===== src/rtl/iob_aclint_pkg.sv =====
// iob_aclint_pkg: shared constants and helpers for the iob_aclint core-local
// interruptor. Holds the byte-offset memory map, the CTRL bit layout, the
// hart-select width helper and the byte-lane write merge.
package iob_aclint_pkg;

    // Region bases / fixed register offsets (byte addresses)
    localparam logic [31:0] MSIP_BASE     = 32'h0000_0000;
    localparam logic [31:0] MTIMECMP_BASE = 32'h0000_4000;
    localparam logic [31:0] CTRL_ADDR     = 32'h0000_BFF0;
    localparam logic [31:0] PRESC_ADDR    = 32'h0000_BFF4;
    localparam logic [31:0] MTIME_ADDR    = 32'h0000_BFF8;
    localparam logic [31:0] SSIP_BASE     = 32'h0000_C000;
    localparam logic [31:0] SSIP_END      = 32'h0001_0000;

    // CTRL register: bit 0 enables the timebase
    localparam int CTRL_TEN_BIT = 0;

    // Width of a hart index; never zero so a single-hart build still has a select
    function automatic int hart_sel_w(input int n);
        return (n <= 1) ? 1 : $clog2(n);
    endfunction

    // Merge a 32-bit bus write into an existing word, one byte lane per strobe bit
    function automatic logic [31:0] wmerge(input logic [31:0] old,
                                           input logic [31:0] d,
                                           input logic [3:0]  s);
        logic [31:0] r;
        r = old;
        for (int i = 0; i < 4; i++)
            if (s[i]) r[8*i +: 8] = d[8*i +: 8];
        return r;
    endfunction

endpackage


===== src/rtl/iob_aclint_tick.sv =====
// iob_aclint_tick: timebase prescaler. Counts clk cycles while enabled and
// emits a registered one-cycle tick every PRESCALE+1 enabled cycles.
// Ports:
//   clk_i, arst_n_i, cke_i : clock, async active-low reset, clock enable
//   en    : count enable (CTRL.TEN)
//   presc : terminal count (PRESCALE)
//   clr   : synchronous clear of the count (PRESCALE written)
//   tick  : registered tick, high for one cycle
module iob_aclint_tick #(
    parameter int PRESC_W = 16
) (
    input  logic               clk_i,
    input  logic               arst_n_i,
    input  logic               cke_i,
    input  logic               en,
    input  logic [PRESC_W-1:0] presc,
    input  logic               clr,
    output logic               tick
);

    logic [PRESC_W-1:0] r_count;
    logic               r_tick;

    always_ff @(posedge clk_i or negedge arst_n_i) begin
        if (!arst_n_i) begin
            r_count <= '0;
            r_tick  <= 1'b0;
        end else if (cke_i) begin
            r_tick <= 1'b0;
            if (clr) begin
                r_count <= '0;
            end else if (en) begin
                if (r_count == presc) begin
                    r_count <= '0;
                    r_tick  <= 1'b1;
                end else begin
                    r_count <= r_count + 1'b1;
                end
            end
        end
    end

    assign tick = r_tick;

endmodule


===== src/rtl/iob_aclint.sv =====
// iob_aclint: ACLINT-style core-local interruptor on the IOb native bus.
// Provides per-hart MSIP/SSIP bits, per-hart 64-bit MTIMECMP, a shared 64-bit
// MTIME driven by a programmable prescaler, and registered MTIP outputs.
// Ports:
//   clk_i, arst_n_i, cke_i        : clock, async active-low reset, clock enable
//   iob_avalid_i/addr/wdata/wstrb : request (wstrb==0 is a read)
//   iob_ready_o                   : request accept (1 from first cycle after reset)
//   iob_rvalid_o/iob_rdata_o      : read response, one cycle after acceptance
//   mtip_o/msip_o/ssip_o          : per-hart interrupt lines
module iob_aclint
    import iob_aclint_pkg::*;
#(
    parameter int N_HARTS   = 1,
    parameter int ADDR_W    = 16,
    parameter int DATA_W    = 32,
    parameter int PRESC_W   = 16,
    parameter int PRESC_RST = 99
) (
    input  logic                clk_i,
    input  logic                arst_n_i,
    input  logic                cke_i,
    input  logic                iob_avalid_i,
    input  logic [ADDR_W-1:0]   iob_addr_i,
    input  logic [DATA_W-1:0]   iob_wdata_i,
    input  logic [DATA_W/8-1:0] iob_wstrb_i,
    output logic                iob_rvalid_o,
    output logic [DATA_W-1:0]   iob_rdata_o,
    output logic                iob_ready_o,
    output logic [N_HARTS-1:0]  mtip_o,
    output logic [N_HARTS-1:0]  msip_o,
    output logic [N_HARTS-1:0]  ssip_o
);

    localparam int HART_SEL_W = hart_sel_w(N_HARTS);

    logic                     r_ready;
    logic                     r_rvalid;
    logic [31:0]              r_rdata;
    logic [63:0]              r_mtime;
    logic [N_HARTS-1:0][63:0] r_mtimecmp;
    logic [N_HARTS-1:0]       r_msip;
    logic [N_HARTS-1:0]       r_ssip;
    logic [N_HARTS-1:0]       r_mtip;
    logic                     r_ten;
    logic [PRESC_W-1:0]       r_presc;
    logic [31:0]              r_hi_shadow;

    logic                  w_acc, w_wr, w_rd, w_tick;
    logic [31:0]           w_a, w_rdata;
    logic [31:0]           w_msip_idx, w_cmp_idx, w_ssip_idx;
    logic                  w_msip_hit, w_cmp_hit, w_ssip_hit;
    logic                  w_ctrl_sel, w_presc_sel, w_mtlo_sel, w_mthi_sel;
    logic [HART_SEL_W-1:0] w_msip_h, w_cmp_h, w_ssip_h;

    // Requests are only taken on enabled cycles so a stalled clock never
    // half-completes a transaction.
    assign w_acc = iob_avalid_i & r_ready & cke_i;
    assign w_wr  = w_acc & (|iob_wstrb_i);
    assign w_rd  = w_acc & ~(|iob_wstrb_i);

    // ---------------- address decode ----------------
    assign w_a = 32'(iob_addr_i);

    assign w_msip_idx = (w_a - MSIP_BASE) >> 2;
    assign w_cmp_idx  = (w_a - MTIMECMP_BASE) >> 3;
    assign w_ssip_idx = (w_a - SSIP_BASE) >> 2;

    // Region match plus hart-range check; out-of-range harts fall through to 0
    assign w_msip_hit = (w_a < MTIMECMP_BASE) && (w_msip_idx < 32'(N_HARTS));
    assign w_cmp_hit  = (w_a >= MTIMECMP_BASE) && (w_a < CTRL_ADDR)
                        && (w_cmp_idx < 32'(N_HARTS));
    assign w_ssip_hit = (w_a >= SSIP_BASE) && (w_a < SSIP_END)
                        && (w_ssip_idx < 32'(N_HARTS));

    assign w_msip_h = w_msip_idx[HART_SEL_W-1:0];
    assign w_cmp_h  = w_cmp_idx[HART_SEL_W-1:0];
    assign w_ssip_h = w_ssip_idx[HART_SEL_W-1:0];

    assign w_ctrl_sel  = (w_a == CTRL_ADDR);
    assign w_presc_sel = (w_a == PRESC_ADDR);
    assign w_mtlo_sel  = (w_a == MTIME_ADDR);
    assign w_mthi_sel  = (w_a == MTIME_ADDR + 32'd4);

    // ---------------- read mux ----------------
    always_comb begin
        w_rdata = '0;
        if (w_msip_hit)
            w_rdata[0] = r_msip[w_msip_h];
        else if (w_cmp_hit)
            w_rdata = w_a[2] ? r_mtimecmp[w_cmp_h][63:32] : r_mtimecmp[w_cmp_h][31:0];
        else if (w_ctrl_sel)
            w_rdata[CTRL_TEN_BIT] = r_ten;
        else if (w_presc_sel)
            w_rdata = 32'(r_presc);
        else if (w_mtlo_sel)
            w_rdata = r_mtime[31:0];
        else if (w_mthi_sel)
            w_rdata = r_hi_shadow;
        else if (w_ssip_hit)
            w_rdata[0] = r_ssip[w_ssip_h];
    end

    // ---------------- prescaler ----------------
    iob_aclint_tick #(
        .PRESC_W (PRESC_W)
    ) u_tick (
        .clk_i    (clk_i),
        .arst_n_i (arst_n_i),
        .cke_i    (cke_i),
        .en       (r_ten),
        .presc    (r_presc),
        .clr      (w_wr & w_presc_sel),
        .tick     (w_tick)
    );

    // ---------------- register file ----------------
    always_ff @(posedge clk_i or negedge arst_n_i) begin
        if (!arst_n_i) begin
            r_ready     <= 1'b0;
            r_rvalid    <= 1'b0;
            r_rdata     <= '0;
            r_mtime     <= '0;
            r_mtimecmp  <= '1;
            r_msip      <= '0;
            r_ssip      <= '0;
            r_ten       <= 1'b1;
            r_presc     <= PRESC_W'(PRESC_RST);
            r_hi_shadow <= '0;
        end else if (cke_i) begin
            r_ready  <= 1'b1;
            r_rvalid <= w_rd;
            if (w_rd) r_rdata <= w_rdata;
            // Low-word read latches the upper half so a following hi read is coherent
            if (w_rd && w_mtlo_sel) r_hi_shadow <= r_mtime[63:32];

            if (w_wr) begin
                if (w_msip_hit && iob_wstrb_i[0]) r_msip[w_msip_h] <= iob_wdata_i[0];
                if (w_ssip_hit && iob_wstrb_i[0]) r_ssip[w_ssip_h] <= iob_wdata_i[0];
                if (w_ctrl_sel && iob_wstrb_i[0]) r_ten <= iob_wdata_i[CTRL_TEN_BIT];
                if (w_presc_sel)
                    r_presc <= PRESC_W'(wmerge(32'(r_presc), iob_wdata_i, iob_wstrb_i));
                if (w_cmp_hit) begin
                    if (w_a[2])
                        r_mtimecmp[w_cmp_h][63:32] <=
                            wmerge(r_mtimecmp[w_cmp_h][63:32], iob_wdata_i, iob_wstrb_i);
                    else
                        r_mtimecmp[w_cmp_h][31:0] <=
                            wmerge(r_mtimecmp[w_cmp_h][31:0], iob_wdata_i, iob_wstrb_i);
                end
            end

            // A bus write to either MTIME half swallows a coincident increment
            if (w_wr && w_mtlo_sel)
                r_mtime[31:0] <= wmerge(r_mtime[31:0], iob_wdata_i, iob_wstrb_i);
            else if (w_wr && w_mthi_sel)
                r_mtime[63:32] <= wmerge(r_mtime[63:32], iob_wdata_i, iob_wstrb_i);
            else if (w_tick && r_ten)
                r_mtime <= r_mtime + 64'd1;
        end
    end

    // Timer compare is registered: one cycle behind either operand
    always_ff @(posedge clk_i or negedge arst_n_i) begin
        if (!arst_n_i) begin
            r_mtip <= '0;
        end else if (cke_i) begin
            for (int h = 0; h < N_HARTS; h++)
                r_mtip[h] <= (r_mtime >= r_mtimecmp[h]);
        end
    end

    assign iob_ready_o  = r_ready;
    assign iob_rvalid_o = r_rvalid;
    assign iob_rdata_o  = r_rdata;
    assign mtip_o       = r_mtip;
    assign msip_o       = r_msip;
    assign ssip_o       = r_ssip;

endmodule


===== config.mk =====
export PLATFORM = sky130hd
export DESIGN_NAME = iob_aclint
export DESIGN_NICKNAME = d
export VERILOG_FILES = /design/src/rtl/iob_aclint_pkg.sv /design/src/rtl/iob_aclint_tick.sv /design/src/rtl/iob_aclint.sv
export SDC_FILE = /design/constraint.sdc
export NUM_CORES = 1
export LEC_CHECK = 0
export BUFFER_PORTS_ARGS = -buffer_cell sky130_fd_sc_hd__buf_2
export CAP_MARGIN = 20
export CORE_ASPECT_RATIO = 0.75
export CORE_MARGIN = 3
export CORE_UTILIZATION = 30
export DETAILED_ROUTE_END_ITERATION = 8
export PLACE_DENSITY = 0.56
export SLEW_MARGIN = 20
export SYNTH_ARGS = -nofsm -noshare
export SYNTH_HDL_FRONTEND = slang
export SYNTH_SLANG_ARGS = --single-unit

===== constraint.sdc =====
create_clock -name clk_i -period 5.54 [get_ports clk_i]
set_clock_uncertainty 0.1 [all_clocks]
set_input_delay 1.108 -clock clk_i [delete_from_list [all_inputs] [get_ports clk_i]]
set_output_delay 1.108 -clock clk_i [all_outputs]
set_load 0.1 [all_outputs]

==> out/metrics.yaml <==
seqCellArea_um2: 5867
outcome: "complete, no violations"
synth_edf_count: 0
ff2ff_path_depth: 7
m1WireLength_um: 23890
drt_iter0_markers: 1507
r2r-start: "r_mtime[10]"
period_needed_ns: 3.900
arrival_ns: 4.19
nFillCells: 4493
clock_path_buffers: 3
die_y_um: 190.9
netSwitchingFraction_pct: 31.76
initial_core_util_pct: 30.48
setup.worst_path.end_class: "register"
finalSetupTns_ns: 0
firstDrtPassIters: 8
netlist_instances: 1460
grt_pass1_vias: 11571
antenna_found_initial: 2
slew_headroom_pct: 26.87
ir_drop_mv: 0.1842
multi_input_area_um2: 7262
syn_area_um2: 13670
rows: 67
die_area_um2: 48190
viasPerCell: 5.688
cts_buffers: 26
rr_endpoint: "r_mtime[49]"
dp_hpwl_um: 35730
gr-total-overflow: 0
powerDensity_nw_per_um2: 272.1
fin_util_pct: 35.15
cts.sinks: 231
p_seq_share_pct: 41.7
hold_class: "register to register"
synth_nets: 1582
hold_end: "iob_rdata_o[20]"
r2r_setup_slack_ns: 2.07
drive_gt1_share_pct: 21.60
clk_pin_slew_ns: 0.06
dpl.cell_count: 2098
p_leak_nw: 7.085
wl_met2_um: 19180
core_area_um2: 44850
cts_tree: "built"
drv_slew: 0
root_buffer: "clkbuf_16"
switchingPower_w: 0.001362
yosysSeqAreaShare_pct: 42.92
ys.flop_type: "dfrtp_1"
fin_crit_sh_pct: 70.39
dr.max_layer_used: "met5"
grt_max_degree: 111
critPathMaxFanout: 11
grt_pass1_wl_um: 73280
worst_pin_slew_ns: 1.097
comb_power_share_pct: 16.0
fmaxAchievable_mhz: 256.4
nets: 1662
ant_nets: 0
port_buffers: 92
drc: 0
critical_path_required_ns: 5.83
yosysWarnings: 0
num_io_pins: 93
async_flop_share_pct: 100.0
finalHoldViolations: 0
hold_buffers: 0
internal-power_w: 0.002928
hold_start: "iob_rdata_o[20]"
cts_max_level: 1
post_cts_buffers: 0
wl_met3_um: 4272
syn_to_final_growth_pct: 15.31
hold_depth: 1
gp_congestion: 0.9297
rsz0062_at_grt: "no"
synth.distinct_cells: 66
drt_wl_total_um: 48290
setup_violations: 0
critical_path_class: "input pin to register"
maxCapViolCount: 0
die_w_um: 252.5
clk_latency_ns: 0.55
p_clk_share_pct: 42.3
grt_usage_pct: 19.72
routedWlPerCell_um: 22.49
syn_avg_cell_area_um2: 9.363
cts.repair.resized: 0
cp-start-kind: "input pin"
final_cells: 2147
vias: 12213
synth-seq-cells: 231
## cell families after synthesis
group | share of synthesized area (%)
AO/OA/AOI/OAI | 19.06
buffers and inverters | 4.293
adder cells (fa/ha/maj) | 6.041
AND/OR/NAND/NOR | 17.15
flip-flops | 42.92
XOR/XNOR | 1.538
multiplexers | 8.997
## critical path, cell delays in order
cell and delay, ns:
buf_2 0.14, nand4b_1 0.34, or4_1 0.80, o31ai_1 0.94, a21oi_1 0.52, a21oi_1 0.27, a21oi_1 0.06
## worst max-delay path by stage
stage,slack [ns],cells past startpoint,startpoint,end
final,1.64,7,iob_addr_i[14],r_mtime[36]
after global routing,1.60,7,iob_addr_i[12],r_mtimecmp[47]
after CTS,1.88,7,iob_addr_i[14],r_mtime[33]
after detailed placement,1.31,7,iob_addr_i[14],r_mtime[36]
after global placement,1.37,7,iob_addr_i[14],r_mtime[33]
after floorplan,2.01,6,iob_addr_i[12],r_mtimecmp[16]
## layout by cell type, fill, tap and decap left out, drive strengths merged, types with 6 or more instances in the layout
master	synthesis	layout
o221ai	17	17
mux2	77	77
ha	66	66
nor4	19	19
clkinv	0	6
nand3	64	64
nor2	58	58
buf	6	121
o21a	25	25
nand2b	7	7
a222oi	16	16
a31oi	22	22
mux2i	34	34
dfstp	69	69
o21ai	109	109
and2	12	12
nand2	165	165
inv	86	86
o31ai	7	7
nor3	21	21
nand4	43	43
clkbuf	63	40
o22ai	19	19
or4	10	10
a21boi	6	6
and3	26	26
and4	9	9
xnor2	23	23
a21o	17	17
dfrtp	162	162
a22o	17	17
a21oi	129	129
nand4b	7	7
## per-stage QoR
stage | total power (W) | setup WS (ns) | instance area (µm²) | hold slack [ns]
after floorplan | 0.002307 | 2.006 | 13670 | 0.3496
after global placement | 0.002508 | 1.373 | 14860 | 0.3669
after detailed placement | 0.002510 | 1.314 | 14860 | 0.3751
after CTS | 0.004337 | 1.882 | 15750 | 0.3918
after global routing | 0.004430 | 1.602 | 15760 | 0.4150
final | 0.004290 | 1.640 | 15760 | 0.3869
## cell type report
| type | count | share of cell area, % |
|---|---|---|
| Timing Repair Buffer | 121 | 4.365 |
| Inverter | 86 | 2.048 |
| Antenna cell | 1 | 0.01587 |
| Multi-Input combinational cell | 1074 | 46.07 |
| Tap cell | 586 | 4.651 |
| Sequential cell | 231 | 37.22 |
| Clock buffer | 40 | 5.040 |
| Clock inverter | 8 | 0.5953 |
## metal layers
layer  up-vias  track usage [%]
met2       535            26.96
li1       5565                -
met1      6039            30.95
met4         2            3.702
met5         -                0
met3        72            4.922
## power by group through the flow
stage               Clock (W)  Combinational, W  Sequential (W)
finish                0.00182          0.000685         0.00179
global route          0.00192          0.000713         0.00180
CTS                   0.00185          0.000691         0.00179
detailed placement          0          0.000690         0.00182
global placement            0          0.000688         0.00182
floorplan                   0         0.0000874         0.00222
## cells in the mapped netlist (5+ instances only)
cell,number,share of area (%)
a22o_1,17,1.1
nor2_1,58,1.6
nand2_1,161,4.4
a31oi_1,22,1.0
dfrtp_1,162,30
nor4_1,17,0.78
or4_1,8,0.44
nand4_1,42,1.9
a211oi_1,5,0.27
o221ai_1,17,1.1
clkbuf_1,63,1.7
o31ai_1,7,0.38
mux2i_1,34,2.5
mux2_2,71,5.8
and2_1,10,0.46
and4_1,9,0.58
mux2_4,6,0.66
a21o_1,17,0.93
and3_1,26,1.2
inv_1,86,2.4
nor3_1,18,0.66
a222oi_1,16,1.2
nand3_1,64,2.3
o21ai_0,109,4.0
a21boi_0,6,0.33
nand2b_1,7,0.32
ha_1,66,6.0
o21a_1,25,1.4
o22ai_1,19,0.87
xnor2_1,23,1.5
dfstp_2,69,13
nand4b_1,7,0.45
a21oi_1,129,4.7
## registers in the layout, indices dropped and copies added, names as in the netlist
name / cells
r_mtime: 64
r_ten: 1
mtip_o: 1
r_mtimecmp: 64
r_hi_shadow: 32
u_tick.r_count: 16
iob_rdata_o: 32
r_presc: 16
u_tick.tick: 1
iob_ready_o: 1
ssip_o: 1
iob_rvalid_o: 1
msip_o: 1
(Power assumes the default switching activity.)
